`src/rtl/instr_controller_if.sv`:
```
// instr_controller_if
//
// Bundles the start/instruction inputs and all datapath control outputs of
// instr_controller into one interface.
//
// Signals:
//   s            start request, sampled only while the controller is idle
//   ins[15:0]    instruction word, captured when s is accepted
//   w            idle/waiting flag
//   readnum      register-file read index
//   writenum     register-file write index
//   write        register-file write enable
//   loada/b/c/s  datapath load enables (A, B, C, status)
//   asel         1 forces the A operand to zero
//   bsel         0 selects the shifted B operand
//   vsel         writeback select (1 = datapath_in, 0 = C)
//   shift        shifter control
//   ALUop        ALU operation
//   datapath_in  sign-extended immediate from the instruction register
//   illegal      illegal-opcode flag
//
// Modports:
//   master  drives s/ins and observes the controls (instruction source, testbench)
//   slave   the controller itself
interface instr_controller_if;
  logic        s;
  logic [15:0] ins;
  logic        w;
  logic [2:0]  readnum;
  logic [2:0]  writenum;
  logic        write;
  logic        loada;
  logic        loadb;
  logic        loadc;
  logic        loads;
  logic        asel;
  logic        bsel;
  logic        vsel;
  logic [1:0]  shift;
  logic [1:0]  ALUop;
  logic [15:0] datapath_in;
  logic        illegal;

  modport master (
    output s, ins,
    input  w, readnum, writenum, write, loada, loadb, loadc, loads,
    input  asel, bsel, vsel, shift, ALUop, datapath_in, illegal
  );

  modport slave (
    input  s, ins,
    output w, readnum, writenum, write, loada, loadb, loadc, loads,
    output asel, bsel, vsel, shift, ALUop, datapath_in, illegal
  );
endinterface

```
`src/rtl/instr_controller.sv`:
```
// instr_controller
//
// Multi-cycle control FSM for a small 16-bit datapath. An instruction is
// captured into the internal instruction register (IR) when s is seen while
// idle, then stepped through read / compute / writeback states. All outputs are
// Moore: they depend only on the current state and IR.
//
// Ports:
//   clk    clock, all state changes on the rising edge
//   reset  synchronous active-high reset; wins over s on the same edge
//   bus    instr_controller_if.slave -- s/ins in, datapath controls out
//
// Supported instructions ({opcode, op}):
//   110/10 MOV Rn,#imm8   110/00 MOV Rd,Rm{sh}
//   101/00 ADD  101/01 CMP  101/10 AND  101/11 MVN
//   anything else is illegal.
//
// Configuration:
//   CTRL_ILLEGAL_TRAP_EN  when defined, an illegal instruction parks the FSM in
//                         HALT with a sticky illegal flag until reset. When
//                         undefined, illegal instructions fall back to WAIT and
//                         illegal is tied to 0.
module instr_controller (
  input logic               clk,
  input logic               reset,
  instr_controller_if.slave bus
);

  typedef enum logic [2:0] {
    StWait,
    StDecode,
    StWriteImm,
    StGetA,
    StGetB,
    StCompute,
    StWriteReg,
    StHalt
  } state_e;

  state_e      state_q, state_d;
  logic [15:0] ir_q, ir_d;

  // IR fields
  logic [2:0] opcode;
  logic [1:0] op;
  logic [2:0] rn;
  logic [2:0] rd;
  logic [1:0] sh;
  logic [2:0] rm;
  logic [7:0] imm8;

  assign opcode = ir_q[15:13];
  assign op     = ir_q[12:11];
  assign rn     = ir_q[10:8];
  assign rd     = ir_q[7:5];
  assign sh     = ir_q[4:3];
  assign rm     = ir_q[2:0];
  assign imm8   = ir_q[7:0];

  // Instruction class decode
  logic is_mov_imm, is_mov_reg, is_add, is_cmp, is_and, is_mvn;
  logic is_alu_ab, is_legal;

  assign is_mov_imm = (opcode == 3'b110) && (op == 2'b10);
  assign is_mov_reg = (opcode == 3'b110) && (op == 2'b00);
  assign is_add     = (opcode == 3'b101) && (op == 2'b00);
  assign is_cmp     = (opcode == 3'b101) && (op == 2'b01);
  assign is_and     = (opcode == 3'b101) && (op == 2'b10);
  assign is_mvn     = (opcode == 3'b101) && (op == 2'b11);
  // Two-operand ALU ops need A loaded before B
  assign is_alu_ab  = is_add | is_cmp | is_and;
  assign is_legal   = is_mov_imm | is_mov_reg | is_alu_ab | is_mvn;

  // Sticky illegal flag, only present when trapping is enabled
  logic illegal_int;
`ifdef CTRL_ILLEGAL_TRAP_EN
  logic illegal_q, illegal_d;

  assign illegal_d   = illegal_q | ((state_q == StDecode) && !is_legal);
  assign illegal_int = illegal_q;

  always_ff @(posedge clk) begin
    if (reset) begin
      illegal_q <= 1'b0;
    end else begin
      illegal_q <= illegal_d;
    end
  end
`else
  assign illegal_int = 1'b0;
`endif

  // State and instruction register
  always_ff @(posedge clk) begin
    if (reset) begin
      state_q <= StWait;
      ir_q    <= 16'h0000;
    end else begin
      state_q <= state_d;
      ir_q    <= ir_d;
    end
  end

  // Next-state logic
  always_comb begin
    state_d = state_q;
    ir_d    = ir_q;
    unique case (state_q)
      StWait: begin
        if (bus.s) begin
          ir_d    = bus.ins;
          state_d = StDecode;
        end
      end
      StDecode: begin
        if (is_mov_imm) begin
          state_d = StWriteImm;
        end else if (is_mov_reg || is_mvn) begin
          state_d = StGetB;
        end else if (is_alu_ab) begin
          state_d = StGetA;
        end else begin
`ifdef CTRL_ILLEGAL_TRAP_EN
          state_d = StHalt;
`else
          state_d = StWait;
`endif
        end
      end
      StWriteImm: state_d = StWait;
      StGetA:     state_d = StGetB;
      StGetB:     state_d = StCompute;
      // CMP only updates status, so it skips the writeback
      StCompute:  state_d = is_cmp ? StWait : StWriteReg;
      StWriteReg: state_d = StWait;
      // Only reset leaves HALT
      StHalt:     state_d = StHalt;
      default:    state_d = StWait;
    endcase
  end

  // Moore outputs
  logic       w_o;
  logic [2:0] readnum_o, writenum_o;
  logic       write_o, loada_o, loadb_o, loadc_o, loads_o;
  logic       asel_o, bsel_o, vsel_o;
  logic [1:0] aluop_o;

  always_comb begin
    w_o        = 1'b0;
    readnum_o  = 3'd0;
    writenum_o = 3'd0;
    write_o    = 1'b0;
    loada_o    = 1'b0;
    loadb_o    = 1'b0;
    loadc_o    = 1'b0;
    loads_o    = 1'b0;
    asel_o     = 1'b0;
    bsel_o     = 1'b0;
    vsel_o     = 1'b0;
    aluop_o    = 2'b00;
    unique case (state_q)
      StWait: w_o = 1'b1;
      StWriteImm: begin
        writenum_o = rn;
        vsel_o     = 1'b1;
        write_o    = 1'b1;
      end
      StGetA: begin
        readnum_o = rn;
        loada_o   = 1'b1;
      end
      StGetB: begin
        readnum_o = rm;
        loadb_o   = 1'b1;
      end
      StCompute: begin
        // Single-operand ops pass B through the ALU with A forced to zero
        asel_o  = is_mov_reg | is_mvn;
        aluop_o = is_mov_reg ? 2'b00 : op;
        loadc_o = !is_cmp;
        loads_o = is_cmp;
      end
      StWriteReg: begin
        writenum_o = rd;
        write_o    = 1'b1;
      end
      default: ;
    endcase
  end

  assign bus.w           = w_o;
  assign bus.readnum     = readnum_o;
  assign bus.writenum    = writenum_o;
  assign bus.write       = write_o;
  assign bus.loada       = loada_o;
  assign bus.loadb       = loadb_o;
  assign bus.loadc       = loadc_o;
  assign bus.loads       = loads_o;
  assign bus.asel        = asel_o;
  assign bus.bsel        = bsel_o;
  assign bus.vsel        = vsel_o;
  assign bus.ALUop       = aluop_o;
  assign bus.shift       = sh;
  assign bus.datapath_in = {{8{imm8[7]}}, imm8};
  assign bus.illegal     = illegal_int;

endmodule
```
`src/flat_wrapper.sv`:
```
// flat-port wrapper written by rule: the top's interface ports become plain ports
module instr_controller_flat 
  (clk, reset, bus_s, bus_ins, bus_w, bus_readnum, bus_writenum, bus_write, bus_loada, bus_loadb, bus_loadc, bus_loads, bus_asel, bus_bsel, bus_vsel, bus_shift, bus_ALUop, bus_datapath_in, bus_illegal);
  instr_controller_if bus_i ();
  input logic clk;
  input logic reset;
  input wire logic [$bits(bus_i.s)-1:0] bus_s;
  input wire logic [$bits(bus_i.ins)-1:0] bus_ins;
  output wire logic [$bits(bus_i.w)-1:0] bus_w;
  output wire logic [$bits(bus_i.readnum)-1:0] bus_readnum;
  output wire logic [$bits(bus_i.writenum)-1:0] bus_writenum;
  output wire logic [$bits(bus_i.write)-1:0] bus_write;
  output wire logic [$bits(bus_i.loada)-1:0] bus_loada;
  output wire logic [$bits(bus_i.loadb)-1:0] bus_loadb;
  output wire logic [$bits(bus_i.loadc)-1:0] bus_loadc;
  output wire logic [$bits(bus_i.loads)-1:0] bus_loads;
  output wire logic [$bits(bus_i.asel)-1:0] bus_asel;
  output wire logic [$bits(bus_i.bsel)-1:0] bus_bsel;
  output wire logic [$bits(bus_i.vsel)-1:0] bus_vsel;
  output wire logic [$bits(bus_i.shift)-1:0] bus_shift;
  output wire logic [$bits(bus_i.ALUop)-1:0] bus_ALUop;
  output wire logic [$bits(bus_i.datapath_in)-1:0] bus_datapath_in;
  output wire logic [$bits(bus_i.illegal)-1:0] bus_illegal;
  assign bus_i.s = bus_s;
  assign bus_i.ins = bus_ins;
  assign bus_w = bus_i.w;
  assign bus_readnum = bus_i.readnum;
  assign bus_writenum = bus_i.writenum;
  assign bus_write = bus_i.write;
  assign bus_loada = bus_i.loada;
  assign bus_loadb = bus_i.loadb;
  assign bus_loadc = bus_i.loadc;
  assign bus_loads = bus_i.loads;
  assign bus_asel = bus_i.asel;
  assign bus_bsel = bus_i.bsel;
  assign bus_vsel = bus_i.vsel;
  assign bus_shift = bus_i.shift;
  assign bus_ALUop = bus_i.ALUop;
  assign bus_datapath_in = bus_i.datapath_in;
  assign bus_illegal = bus_i.illegal;
  instr_controller u_core (.clk(clk), .reset(reset), .bus(bus_i));
endmodule
```
`config.mk`:
```
export PLATFORM = sky130hd
export DESIGN_NAME = instr_controller_flat
export DESIGN_NICKNAME = d
export VERILOG_FILES = /design/src/rtl/instr_controller_if.sv /design/src/rtl/instr_controller.sv /design/src/flat_wrapper.sv
export SDC_FILE = /design/constraint.sdc
export NUM_CORES = 1
export LEC_CHECK = 0
export CELL_PAD_IN_SITES_DETAIL_PLACEMENT = 0
export CELL_PAD_IN_SITES_GLOBAL_PLACEMENT = 1
export CORE_AREA = 2 2 67 69
export DETAILED_ROUTE_END_ITERATION = 6
export DIE_AREA = 0 0 69 71
export PLACE_DENSITY_LB_ADDON = 0.1
export SETUP_SLACK_MARGIN = 0.1
export SLEW_MARGIN = 10
export SYNTH_ARGS = -nofsm -noshare
export SYNTH_HDL_FRONTEND = slang
export SYNTH_SLANG_ARGS = --single-unit
```
`constraint.sdc`:
```
create_clock -name clk -period 1.95 [get_ports clk]
set_input_delay 0.585 -clock clk [delete_from_list [all_inputs] [get_ports clk]]
set_output_delay 0.585 -clock clk [all_outputs]
set_load 0.005 [all_outputs]
```
# [Yosys cells after proc, flatten, opt, wreduce, memory -nomap -nowiden]
# Cells that the tools add are included.
# W data, S select, Z words.
[op_classes] bitwise=3 shift=0 n_div=0 n_addsub=0 mux=18 n_eq_ne=13 mul=0 reduce_logical=12 n_lt_le_gt_ge=0
[op_table] cell="$pmux W3 S7" n=1
[op_table] cell="$eq A3 B3 Y1 const B" n=6
[op_table] cell="$mux W3" n=4
[op_table] cell="$pmux W3 S2" n=2
[op_table] cell="$mux W1" n=8
[op_table] cell="$eq A3 B2 Y1 const B" n=2
[op_table] cell="$logic_and A1 B1 Y1" n=6
[op_table] cell="$mux W2" n=3
[op_table] cell="$eq A2 B2 Y1 const B" n=2
[op_table] cell="$eq A3 B1 Y1 const B" n=1
[op_table] cell="$logic_not A3 Y1" n=1
[op_table] cell="$or A1 B1 Y1" n=3
[op_table] cell="$eq A2 B1 Y1 const B" n=1
[op_table] cell="$logic_not A2 Y1" n=1
[op_table] cell="$ne A2 B2 Y1 const B" n=1
[op_table] cell="$reduce_and A2 Y1" n=1
[op_table] cell="$reduce_or A2 Y1" n=1
[op_table] cell="$logic_not A1 Y1" n=1
[op_table] cell="$logic_or A1 B1 Y1" n=1
[totals] ram_bits=0 word_cells=48 latchBits=0 inputBits=19 output_inout_bits=36 romBits=0 regBits=19 mem_count=0

# [Logic depth before layout (Yosys ltp)]
[logic_depth] word_depth=8 ltp_mapped=6 depth_no_buf=6

# [Least setup slack after synthesis]
# OpenSTA, ideal clock, no wires.
[synth_path] path_type="reg2out" start="reg u_core.state_q[2]" end="out bus_readnum[0]" t_required_ns=1.365 arrival_time_ns=1.057 stages_incl_launch_ff=5 path_slack_ns=0.308 n_path_buf=1 cell_sequence="dfxtp_1 > buf_2 > inv_1 > nor3_2 > a22o_1"
[synth_via] elab_chain_len=2 elab_cells_between_ends=3 classes_between="eq/ne: 2; mux: 1"
[synth_rtl] element="start, declared" line="instr_controller.sv:40" rtl="state_e state_q, state_d;"
[synth_rtl] element="start signal, assigned" line="instr_controller.sv:96" rtl="state_q <= StWait;"
[synth_rtl] element="start signal, assigned" line="instr_controller.sv:99" rtl="state_q <= state_d;"
[synth_rtl] element="$eq A3 B3 Y1 / $eq A3 B2 Y1 (equally long branches)" line="instr_controller.sv:162" rtl="unique case (state_q)"
[synth_rtl] element="$pmux W3 S2 (*)" line="instr_controller.sv:162"
[synth_rtl] element="end, declared" line="flat_wrapper.sv:10" rtl="output wire logic [$bits(bus_i.readnum)-1:0] bus_readnum;"
# Mark *: on every way between the ends. The rest lies on a longest branch, timed or not.

# [Final worst setup path]
[layout_path] start="reg u_core.state_q[1]" end="out bus_readnum[1]"
# Same word-level chain as after synthesis.

==> results.cfg <==
[run_status]
status = complete, no violations

[critical_path]
crit_fanout = 5
worstPathArrival_ps = 1320
crit_type = register to primary output
worst-path-buf-inv = 3
critPathMostFrequentCell = buf_6
slowest_stage = dfxtp_4
required_ps = 1360
critical_path.cell_chain = nor3_4 -> buf_6 -> buf_6 -> a22o_1 -> buf_2
crit_path_max_incr_delay_ps = 380
critPathLaunchType = register
end_kind = primary output
cpLargestDelayFamily = flip-flops

[sta]
rsz0062_at_grt = yes
drv_slew = 0
final-setup-viol-count = 0
worst_clock_skew_ps = 1.865
worst_pin_slew_ps = 564.7
slew_headroom = 0.6226
max_freq_mhz = 524.8
fin_crit_sh = 0.9773
hold_viol = 0
finalCriticalPeriod_ps = 1906

[clocking]
cts.root.buffer_cell = clkbuf_8
hold_buffers = 0
clock_latency_ps = 250
cts_max_level = 1
path_clk_slew_ps = 70
cts-buffers-inserted = 3
tritoncts = yes
cts.sink_count = 19
clockBufferDepth = 2

[placement]
hpwlAfterDp_mm = 2.229
gp_congestion = 0.7668
portBuffers = 52
dp_cells = 242

[global_route]
grt_pass1_vias = 1093
grt_pass1_wl_mm = 5.099
met2_usage = 0.2158
antenna_found_initial = 0
grt_max_degree = 17
track_usage = 0.1262
use_met1 = 0.1595
use_met3 = 0.03134
busiest_layer = met2
grt_overflow = 0

[cells_and_area]
final_common_cell = nand2_1
antenna-diode-count = 0
post-route-util = 0.4476
layout-drive-gt1-share = 0.4049
layout.nets = 225
area_delta_synth_final_pct = 67.86
final_cell_mix = 35 x nand2_1, 33 x clkdlybuf4s50_1, 24 x buf_4
final_cells = 257

[yosys]
synth_cells = 142
ys_ff_latch = 19
netlist_area_mm2 = 0.001121
yosysUniqueCellTypes = 28
synth_top_area_frac = 0.3393
synth.avg_cell_area_um2 = 7.895
synth_flop_cell = dfxtp_1
synth_top_cell_by_area = dfxtp_1
ys_seq_area_frac = 0.3393
ys_top_cells_by_area = dfxtp_1 34%, buf_4 13%, nand2_1 12%, a21oi_2 7.8%, nor2_1 3.7%
yosysWarningCount = 0
synth_edf_count = 0
async_flop_share = 0

[route]
post_drt_wl_per_cell_um = 11.95
drc = 0
wirelength_mm = 3.070
route.antenna.remaining_nets = 0
num_vias = 1118
viasPerCell = 4.350
drtIter0Drc = 40
drt_pass1_iterations = 4

[floorplanning]
die_h_um = 71
initial_core_util = 0.2667
rows = 24
die_x_um = 69
ios = 55
core_area_mm2 = 0.004204
die-area_mm2 = 0.004899

[power]
p_leak_uw = 0.0008191
worst_ir_drop_vdd_uv = 328.0
power_density_mw_per_mm2 = 505.3

[flow_run]
maxCapViolCount = 0

[min_path]
worstHoldPathType = register to register
cell usage after synthesis, types with 3 or more instances:
master and n:
nand2_1 37, buf_4 20, dfxtp_1 19, nor2_1 11, a21oi_2 10, a21oi_1 7, and2_1 4, a22o_1 3
inv_1 3, mux2i_1 3, nor2b_1 3, o211ai_1 3
flip-flops by register name, indices dropped and copies added, names as in the netlist:
register and flops:
u_core.state_q 3, u_core.ir_q 16
power by group:
part	total (uW)	switching, uW	internal (uW)
Clock	278	136	142
Combinational	237	97.2	139
Sequential	436	24.0	412
Total	951	257	693
worst register-to-register path, stage by stage (launching register included):
cell and delay [ps]:
dfxtp_4 380, buf_4 140, nor3_2 160, buf_4 130, nand2_1 330, nand2_1 230
a21oi_2 70
routing by layer:
layer  part of all wire  vias up
li1                   -      575
met1               0.45      507
met2               0.49       34
met3              0.063        2
met4             0.0062        0
met5                  0        -
path summary, 6_finish.rpt:
kind | from | to | slack (ps) | cells after the start
worst max-delay path | u_core.state_q[1] | bus_readnum[1] | 40 | 5
worst min-delay path | u_core.ir_q[10] | u_core.ir_q[10] | 480 | 2
worst max register to register | u_core.state_q[0] | u_core.ir_q[14] | 400 | 6
worst min register to register | u_core.ir_q[10] | u_core.ir_q[10] | 480 | 2
timing repair:
action | CTS | global route
endpoints found under the hold margin | 0 | 0
setup buffers | 9 | 2
gates cloned | 0 | 0
pin swaps | 13 | 9
resized for setup | 80 | 17
endpoints found under the setup margin | 25 | 14
stage by stage:
stage | setup TNS (ps) | total power [uW] | setup WS, ps | hold WS [ps] | instance area (um2)
2_1_floorplan | 0 | 571.2 | 307.7 | 448.9 | 1125
3_3_place_gp | -234.0 | 659.3 | -48.71 | 463.3 | 1657
3_5_place_dp | -328.4 | 660.1 | -71.64 | 466.7 | 1657
4_1_cts | 0 | 956.8 | 40.76 | 476.8 | 1833
5_1_grt | -11.34 | 1007 | -11.34 | 504.0 | 1882
6_report | 0 | 950.8 | 44.36 | 476.3 | 1882
area by class of cell:
cell class	count	area, um2
fill	429	2322
tap	52	65.06
sequential	19	397.9
clock inverter	1	5.005
clock buffer	3	41.29
inverter	3	11.26
timing repair buffer	84	755.7
multi-input combinational	95	605.6
kinds of logic (layout without fill, tap and decap cells):
group | Yosys count | in the layout | share of synthesized area
DFF | 19 | 19 | 0.3393
muxes | 3 | 3 | 0.02679
buffers and inverters | 29 | 91 | 0.1987
and+or+nand+nor | 63 | 63 | 0.2533
other | 1 | 2 | 0.003345
AOI/OAI and AO/OA | 27 | 27 | 0.1786
Note: power is estimated with default switching activity, not from simulation.
